==> src/rtl/xbar_rr_switch.sv <==
// Purpose: registered N_IN x N_OUT crossbar with a round-robin arbiter and one-entry register per output.
// Latency: 1 cycle from input acceptance to OUT_VALID/OUT_DATA.
// Backpressure: IN_READY is a combinational grant; a full output slot stalls while OUT_READY=0 or OUT_EN=0.
module xbar_rr_switch #(
    parameter int N_IN   = 4,
    parameter int N_OUT  = 4,
    parameter int W      = 8,
    parameter int DEST_W = 2,
    parameter int SRC_W  = 2
) (
    input  logic                    CLK,
    input  logic                    RSTN,
    input  logic [N_IN*W-1:0]       IN_DATA,
    input  logic [N_IN*DEST_W-1:0]  IN_DEST,
    input  logic [N_IN-1:0]         IN_VALID,
    output logic [N_IN-1:0]         IN_READY,
    input  logic [N_OUT-1:0]        OUT_EN,
    output logic [N_OUT*W-1:0]      OUT_DATA,
    output logic [N_OUT*SRC_W-1:0]  OUT_SRC,
    output logic [N_OUT-1:0]        OUT_VALID,
    input  logic [N_OUT-1:0]        OUT_READY,
    output logic                    ERR,
    input  logic                    ERR_CLR
);

    // Output slot state
    logic [N_OUT-1:0]       vld_q;
    logic [N_OUT*W-1:0]     dat_q;
    logic [N_OUT*SRC_W-1:0] src_q;
    logic                   err_q;

    // Round-robin pointer per output: first input index to examine
    logic [SRC_W-1:0]       ptr [N_OUT];
    logic [SRC_W-1:0]       ptr_nxt [N_OUT];

    // Arbitration results
    logic [N_OUT-1:0]       can_take;
    logic [N_IN-1:0]        illegal;
    logic [N_IN-1:0]        gnt [N_OUT];
    logic [N_OUT-1:0]       gnt_vld;
    logic [SRC_W-1:0]       gnt_src [N_OUT];
    logic [W-1:0]           gnt_dat [N_OUT];
    logic [N_IN-1:0]        gnt_any;

    // A slot accepts a new word when enabled and either empty or draining this cycle
    assign can_take = OUT_EN & (~vld_q | OUT_READY);

    // Flag inputs whose destination names a nonexistent output; they are swallowed immediately
    always_comb begin
        illegal = '0;
        for (int i = 0; i < N_IN; i++) begin
            illegal[i] = IN_VALID[i] & (int'(IN_DEST[i*DEST_W +: DEST_W]) >= N_OUT);
        end
    end

    // Per-output round-robin search starting at ptr, wrapping modulo N_IN
    always_comb begin
        int   idx;
        logic found;
        idx   = 0;
        found = 1'b0;
        for (int j = 0; j < N_OUT; j++) begin
            gnt[j]     = '0;
            gnt_vld[j] = 1'b0;
            gnt_src[j] = '0;
            gnt_dat[j] = '0;
            found      = 1'b0;
            if (can_take[j]) begin
                for (int off = 0; off < N_IN; off++) begin
                    idx = int'(ptr[j]) + off;
                    if (idx >= N_IN) begin
                        idx = idx - N_IN;
                    end
                    if (!found && IN_VALID[idx] &&
                        (int'(IN_DEST[idx*DEST_W +: DEST_W]) == j)) begin
                        found       = 1'b1;
                        gnt[j][idx] = 1'b1;
                        gnt_src[j]  = SRC_W'(idx);
                        gnt_dat[j]  = IN_DATA[idx*W +: W];
                    end
                end
            end
            gnt_vld[j] = found;
        end
    end

    // Next pointer is one past the granted input, wrapping at N_IN
    always_comb begin
        for (int j = 0; j < N_OUT; j++) begin
            if (int'(gnt_src[j]) == N_IN - 1) begin
                ptr_nxt[j] = '0;
            end else begin
                ptr_nxt[j] = gnt_src[j] + SRC_W'(1);
            end
        end
    end

    // Each input targets one output, so OR-ing the grant vectors yields at most one grant per input
    always_comb begin
        gnt_any = '0;
        for (int j = 0; j < N_OUT; j++) begin
            gnt_any = gnt_any | gnt[j];
        end
    end

    // Nothing is accepted while reset is held, so no word is half-taken across reset
    assign IN_READY = RSTN ? (gnt_any | illegal) : '0;

    // Load granted words into output slots, clear valid on drain without refill, advance pointers
    always_ff @(posedge CLK) begin
        if (!RSTN) begin
            vld_q <= '0;
            dat_q <= '0;
            src_q <= '0;
            for (int j = 0; j < N_OUT; j++) begin
                ptr[j] <= '0;
            end
        end else begin
            for (int j = 0; j < N_OUT; j++) begin
                if (gnt_vld[j]) begin
                    vld_q[j]                  <= 1'b1;
                    dat_q[j*W +: W]           <= gnt_dat[j];
                    src_q[j*SRC_W +: SRC_W]   <= gnt_src[j];
                    ptr[j]                    <= ptr_nxt[j];
                end else if (OUT_READY[j]) begin
                    vld_q[j]                  <= 1'b0;
                end
            end
        end
    end

    // Sticky error: an illegal word sets it, clear request loses against a simultaneous set
    always_ff @(posedge CLK) begin
        if (!RSTN) begin
            err_q <= 1'b0;
        end else if (|illegal) begin
            err_q <= 1'b1;
        end else if (ERR_CLR) begin
            err_q <= 1'b0;
        end
    end

    assign OUT_VALID = vld_q;
    assign OUT_DATA  = dat_q;
    assign OUT_SRC   = src_q;
    assign ERR       = err_q;

endmodule
==> config.mk <==
export PLATFORM = sky130hd
export DESIGN_NAME = xbar_rr_switch
export DESIGN_NICKNAME = d
export VERILOG_FILES = /design/src/rtl/xbar_rr_switch.sv
export SDC_FILE = /design/constraint.sdc
export NUM_CORES = 1
export LEC_CHECK = 0
export CAP_MARGIN = 15
export CELL_PAD_IN_SITES_DETAIL_PLACEMENT = 0
export CELL_PAD_IN_SITES_GLOBAL_PLACEMENT = 1
export CORE_ASPECT_RATIO = 0.7
export CORE_MARGIN = 4
export CORE_UTILIZATION = 47
export CTS_CLUSTER_DIAMETER = 200
export DETAILED_ROUTE_END_ITERATION = 10
export PLACE_DENSITY = 0.95
export SLEW_MARGIN = 25
export SYNTH_ARGS = -nofsm -noshare
export SYNTH_HDL_FRONTEND = slang
export SYNTH_SLANG_ARGS = --single-unit
==> constraint.sdc <==
create_clock -name CLK -period 6.3 [get_ports CLK]
set_input_delay 1.26 -clock CLK [delete_from_list [all_inputs] [get_ports CLK]]
set_output_delay 1.26 -clock CLK [all_outputs]
set_load 0.03 [all_outputs]
==> results.toml, run 1 <==
[status]
outcome = "finished clean"

[drt]
first_iter_violations = 968
vias = 8123
vias_per_cell = 6.74
drc = 0
wl_per_cell_um = 22.4
drt-pass1-iter-count = 5
wl_um = 26900
drt.antenna.violating_nets = 0

[yosys]
yosysMostFrequentCell = "a21oi_1"
yosysTopAreaCellShare = 0.145
yosysSeqAreaShare = 0.142
avgSynthCellArea_um2 = 8.29
synth_top_area_cell = "mux4_2"
synth_area_um2 = 7900
synth_area_leaders = "mux4_2 (15%), dfxtp_1 (11%), mux2i_1 (8.5%), ha_1 (5.7%), mux2_2 (5.6%)"
synth_nets = 1044
synth-seq-cells = 52
async_reset_ff_frac = 0
ys_types = 79
synthTopCellsByCount = "a21oi_1 (75), mux2i_1 (67), nand2_1 (66), clkbuf_1 (65), nor2_1 (64)"
yosysWarnings = 0
syn_inst = 953
synth-edff-count = 8
synth-main-ff-cell = "dfxtp_1"

[place]
place_hpwl_um = 18900
place_area_um2 = 8920
place_congestion = 0.946
numPortBuffers = 101

[clock_tree]
cts_buffers = 5
clkTransAtPathRegs_ns = 0.07
cts.sinks = 52
hold_buffers = 0
clock_latency_ns = 0.30
postCtsSetupBuffers = 0
cts_root_buf = "clkbuf_16"
h-tree-depth = 2
cts_tree = "yes"
ctsResizeCount = 0
clockBufferDepth = 2

[hold_path]
holdPathStages = 1
min_path_type = "register to register"
min_from = "OUT_DATA[24]"

[global_route]
met1_usage = 0.392
busiest_layer = "met2"
grt_overflow_total = 0
first_global_vias = 7566
grt_pass1_wl_um = 42000
grt_max_degree = 58
grtUsageMet3 = 0.0653
grt_util_met2 = 0.422
antenna_found_initial = 0
track_usage = 0.279

[floorplan]
rows = 39
die_x_um = 163
die_y_um = 116
io_pins = 104
die-area_um2 = 19000
core_area_um2 = 16400
start_util = 0.482

[sta]
clock.fmax_mhz = 167
min_period_ns = 5.99
report.final.slew_viol_count = 0
relSlewSlack = 0.291
clock_skew_ns = 0.00430
fin_setup_tns_ns = 0
grt_setup_unrepaired = "false"
setup_viol = 0
finalHoldViolCount = 0
fin_crit_sh = 0.952
worst_pin_slew_ns = 1.06

[setup_path]
arrival_ns = 4.73
cp-start-kind = "input port"
cp.required_ns = 5.04
worstReg2RegStart = "ptr[3][0]"
endpoint_kind = "output pin"
crit_type = "input port to output pin"
crit_start = "IN_VALID[1]"
reg2reg_depth = 11
ff2ff_setup_slack_ns = 2.36
cp_max_fo = 16

[layout]
area_growth_pct = 14.9
fin_nets = 1070
nFillCells = 1561
final_area_um2 = 9080
drive_gt1_frac = 0.146
num_antenna_cells = 0

[pwr]
peakVddDrop_v = 0.000135
p_leak_nw = 3.32
power_density_nw_per_um2 = 240

[job]
drv_cap = 0
## metrics by stage
stage	cells	hold WS (ns)	setup WS (ns)	util	total power, mW
floorplan	953	0.602	1.71	-	1.49
global placement	1197	0.484	0.371	0.544	1.84
detailed placement	1197	0.478	0.365	0.544	1.86
CTS	1205	0.506	0.361	0.553	2.16
global route	1205	0.522	0.167	0.554	2.32
finish	1205	0.500	0.305	0.554	2.18
## worst max-delay path, stage by stage
cell and delay, ns:
clkdlybuf4s50_1 0.69, and3b_1 0.36, mux4_2 0.67, nand2_1 0.14
o31ai_1 0.07, a221oi_1 0.30, o221ai_1 0.28, a211o_1 0.35
clkdlybuf4s50_1 0.60
## cell usage in the layout, fill, tap and decap left out, types with 34 or more instances in the layout
master / Yosys / routed
clkdlybuf4s50_1: 0 / 100
a21oi_1: 75 / 74
mux2i_1: 67 / 67
nand2_1: 66 / 66
nor2_1: 64 / 64
mux4_2: 51 / 51
dfxtp_1: 44 / 44
mux2_2: 39 / 39
ha_1: 36 / 36
o21ai_0: 34 / 34
## layer usage
| metal | share of wire | vias up |
|---|---|---|
| li1 | - | 3726 |
| met1 | 0.42 | 3811 |
| met2 | 0.42 | 504 |
| met3 | 0.12 | 82 |
| met4 | 0.036 | 0 |
| met5 | 0 | - |
## layout make-up
type | count | area [µm²] | area share
multi-input combinational | 755 | 6180 | 0.681
timing repair buffer | 128 | 1210 | 0.133
sequential | 52 | 1120 | 0.123
tap | 225 | 282 | 0.0310
clock buffer | 8 | 146 | 0.0161
inverter | 37 | 139 | 0.0153
## worst paths after layout
check / to
worst min-delay path: OUT_DATA[24]
worst max-delay path: IN_READY[3]
worst max register to register: ptr[3][1]
worst min register to register: OUT_DATA[24]
## registers in the layout (all words and copies together), names as in the netlist
name / cells
OUT_DATA: 32
ptr: 8
OUT_SRC: 8
OUT_VALID: 4
## cells by family after synthesis
kind of cell	Yosys count	synth area share
compound gates	322	0.278
other cells	1	0.000475
buf+inv	146	0.0765
flops	52	0.142
fa+ha+maj	36	0.0570
simple gates	239	0.161
mux	157	0.286
## power by group
| group | switching [mW] | internal [mW] |
|---|---|---|
| clock | 0.129 | 0.159 |
| combinational | 0.849 | 0.608 |
| sequential | 0.0398 | 0.395 |
(Power assumes the default switching activity.)
==> inputs of run 2 (changes only) <==
--- a/config.mk
+++ b/config.mk
@@ -10,10 +10,10 @@
 export CELL_PAD_IN_SITES_GLOBAL_PLACEMENT = 1
 export CORE_ASPECT_RATIO = 0.7
 export CORE_MARGIN = 4
-export CORE_UTILIZATION = 47
+export CORE_UTILIZATION = 40
 export CTS_CLUSTER_DIAMETER = 200
 export DETAILED_ROUTE_END_ITERATION = 10
-export PLACE_DENSITY = 0.95
+export PLACE_DENSITY = 0.89
 export SLEW_MARGIN = 25
 export SYNTH_ARGS = -nofsm -noshare
 export SYNTH_HDL_FRONTEND = slang
==> run 2 against run 1 <==
Against the previous run:
- power rose by 0.11%
- fmax fell by 1.5%
- non-clock buffer count rose by 1
- clock skew fell by 0.0020 ns
- first-iteration DRC count fell by 6.2%
- global-route usage fell by 3.0 points
- cell count rose by 3.1%
- highest routed layer unchanged
==> results.toml, run 2 (synthesis results as in run 1) <==
[hold_path]
min_path_type = "register to register"
holdPathStages = 2
whs_endpoint = "OUT_SRC[3]"
min_from = "OUT_SRC[3]"

[setup_path]
worstReg2RegStart = "ptr[0][0]"
worst-path-stages = 9
arrival_ns = 4.82
slowest_stage = "clkdlybuf4s50_1"
ff2ff_setup_slack_ns = 2.31
crit_start = "IN_VALID[3]"
cp-start-kind = "input port"
path_delay_family = "compound AO/OA/AOI/OAI gates"
crit_top_cell = "clkdlybuf4s50_1"
endpoint_kind = "output pin"
cp_max_fo = 9
r2r_end = "ptr[0][1]"
crit_chain = "clkdlybuf4s50_1 -> nand4b_1 -> a21oi_1 -> a311oi_2 -> and4_1 -> a221oi_1 -> o221ai_1 -> a211o_1 -> clkdlybuf4s50_1"
crit_type = "input port to output pin"
cpPeakStageDelay_ns = 0.77
cp.required_ns = 5.04
reg2reg_depth = 12
crit_buf_inv = 2

[floorplan]
die_x_um = 176
rows = 42
core_area_um2 = 19100
die-area_um2 = 22100
io_pins = 104
start_util = 0.413
die_y_um = 126

[clock_tree]
clock_latency_ns = 0.30
h-tree-depth = 2
clkTransAtPathRegs_ns = 0.07
hold_buffers = 0
cts_buffers = 5
clockBufferDepth = 2
cts_root_buf = "clkbuf_16"
cts.sinks = 52
cts_tree = "yes"
postCtsSetupBuffers = 0
ctsResizeCount = 0

[drt]
wl_um = 28300
first_iter_violations = 908
vias = 8108
drc = 0
drt-pass1-iter-count = 5
wl_per_cell_um = 22.8
vias_per_cell = 6.53
drt.antenna.violating_nets = 0

[sta]
setup_viol = 0
min_period_ns = 6.08
report.final.slew_viol_count = 0
fin_setup_tns_ns = 0
grt_setup_unrepaired = "false"
clock.fmax_mhz = 164
worst_pin_slew_ns = 0.994
relSlewSlack = 0.338
clock_skew_ns = 0.00231
fin_ws_ns = 0.217
finalHoldViolCount = 0
fin_crit_sh = 0.966

[layout]
area_growth_pct = 15.6
layout_common_cells = "clkdlybuf4s50_1 (100), a21oi_1 (74), mux2i_1 (67), nand2_1 (66), nor2_1 (64)"
layout.cells.most_common = "clkdlybuf4s50_1"
num_antenna_cells = 0
fin_nets = 1071
nFillCells = 1877
largest_register_ffs = 32
fin_cells = 1242
drive_gt1_frac = 0.147

[status]
outcome = "finished clean"

[global_route]
grt_pass1_wl_um = 44000
grt_max_degree = 58
track_usage = 0.248
antenna_found_initial = 0
grt_overflow_total = 0
first_global_vias = 7593

[pwr]
power_density_nw_per_um2 = 239
p_leak_nw = 3.31
finalPower_mw = 2.18
peakVddDrop_v = 0.000126

[job]
drv_cap = 0

[place]
place_hpwl_um = 20000
numPortBuffers = 101
place_ws_ns = 0.332
place_congestion = 0.949
placed_cells = 1237
[run 2: final cells by class]
class                      count  area (µm²)  area share
sequential                    52        1120       0.123
timing repair buffer         129        1220       0.133
inverter                      37         139      0.0152
tap                          264         330      0.0362
multi-input combinational    755        6200       0.679
clock buffer                   5         125      0.0137
[run 2: worst reg2reg max path, cell delays in order (launching register included)]
cell      delay (ns)
edfxtp_1        0.63
buf_4           0.47
ha_1            0.34
nand2b_1        0.21
a311o_1         0.24
nand2_1         0.20
nor3_2          0.56
buf_4           0.28
nor2_1          0.06
o21ai_1         0.20
and2_1          0.16
ha_1            0.22
and4b_1         0.17
[run 2: how the worst max path moves through the flow]
stage / slack [ns] / to
finish: 0.22 / IN_READY[3]
global route: 0.11 / IN_READY[1]
CTS: 0.32 / IN_READY[3]
detailed placement: 0.33 / IN_READY[3]
global placement: 0.40 / IN_READY[1]
floorplan: 1.71 / IN_READY[2]
[run 2: metal layers]
metal,part of all wire,track usage,up-vias
met5,0,0,-
met4,0.029,0.0765,0
met3,0.11,0.0576,61
met2,0.42,0.361,461
met1,0.44,0.366,3858
li1,-,-,3728
[run 2: stage by stage]
stage	hold slack, ns	utilization	instance area [µm²]
floorplan	0.602	-	7900
global placement	0.482	0.470	8990
detailed placement	0.483	0.470	9000
CTS	0.493	0.477	9120
global route	0.517	0.477	9130
finish	0.492	0.477	9130
[run 2: where the power goes]
| part | internal [mW] | leakage (nW) | switching [mW] |
|---|---|---|---|
| clock | 0.141 | 0.0616 | 0.128 |
| sequential | 0.395 | 0.445 | 0.0397 |
| combinational | 0.612 | 2.81 | 0.866 |
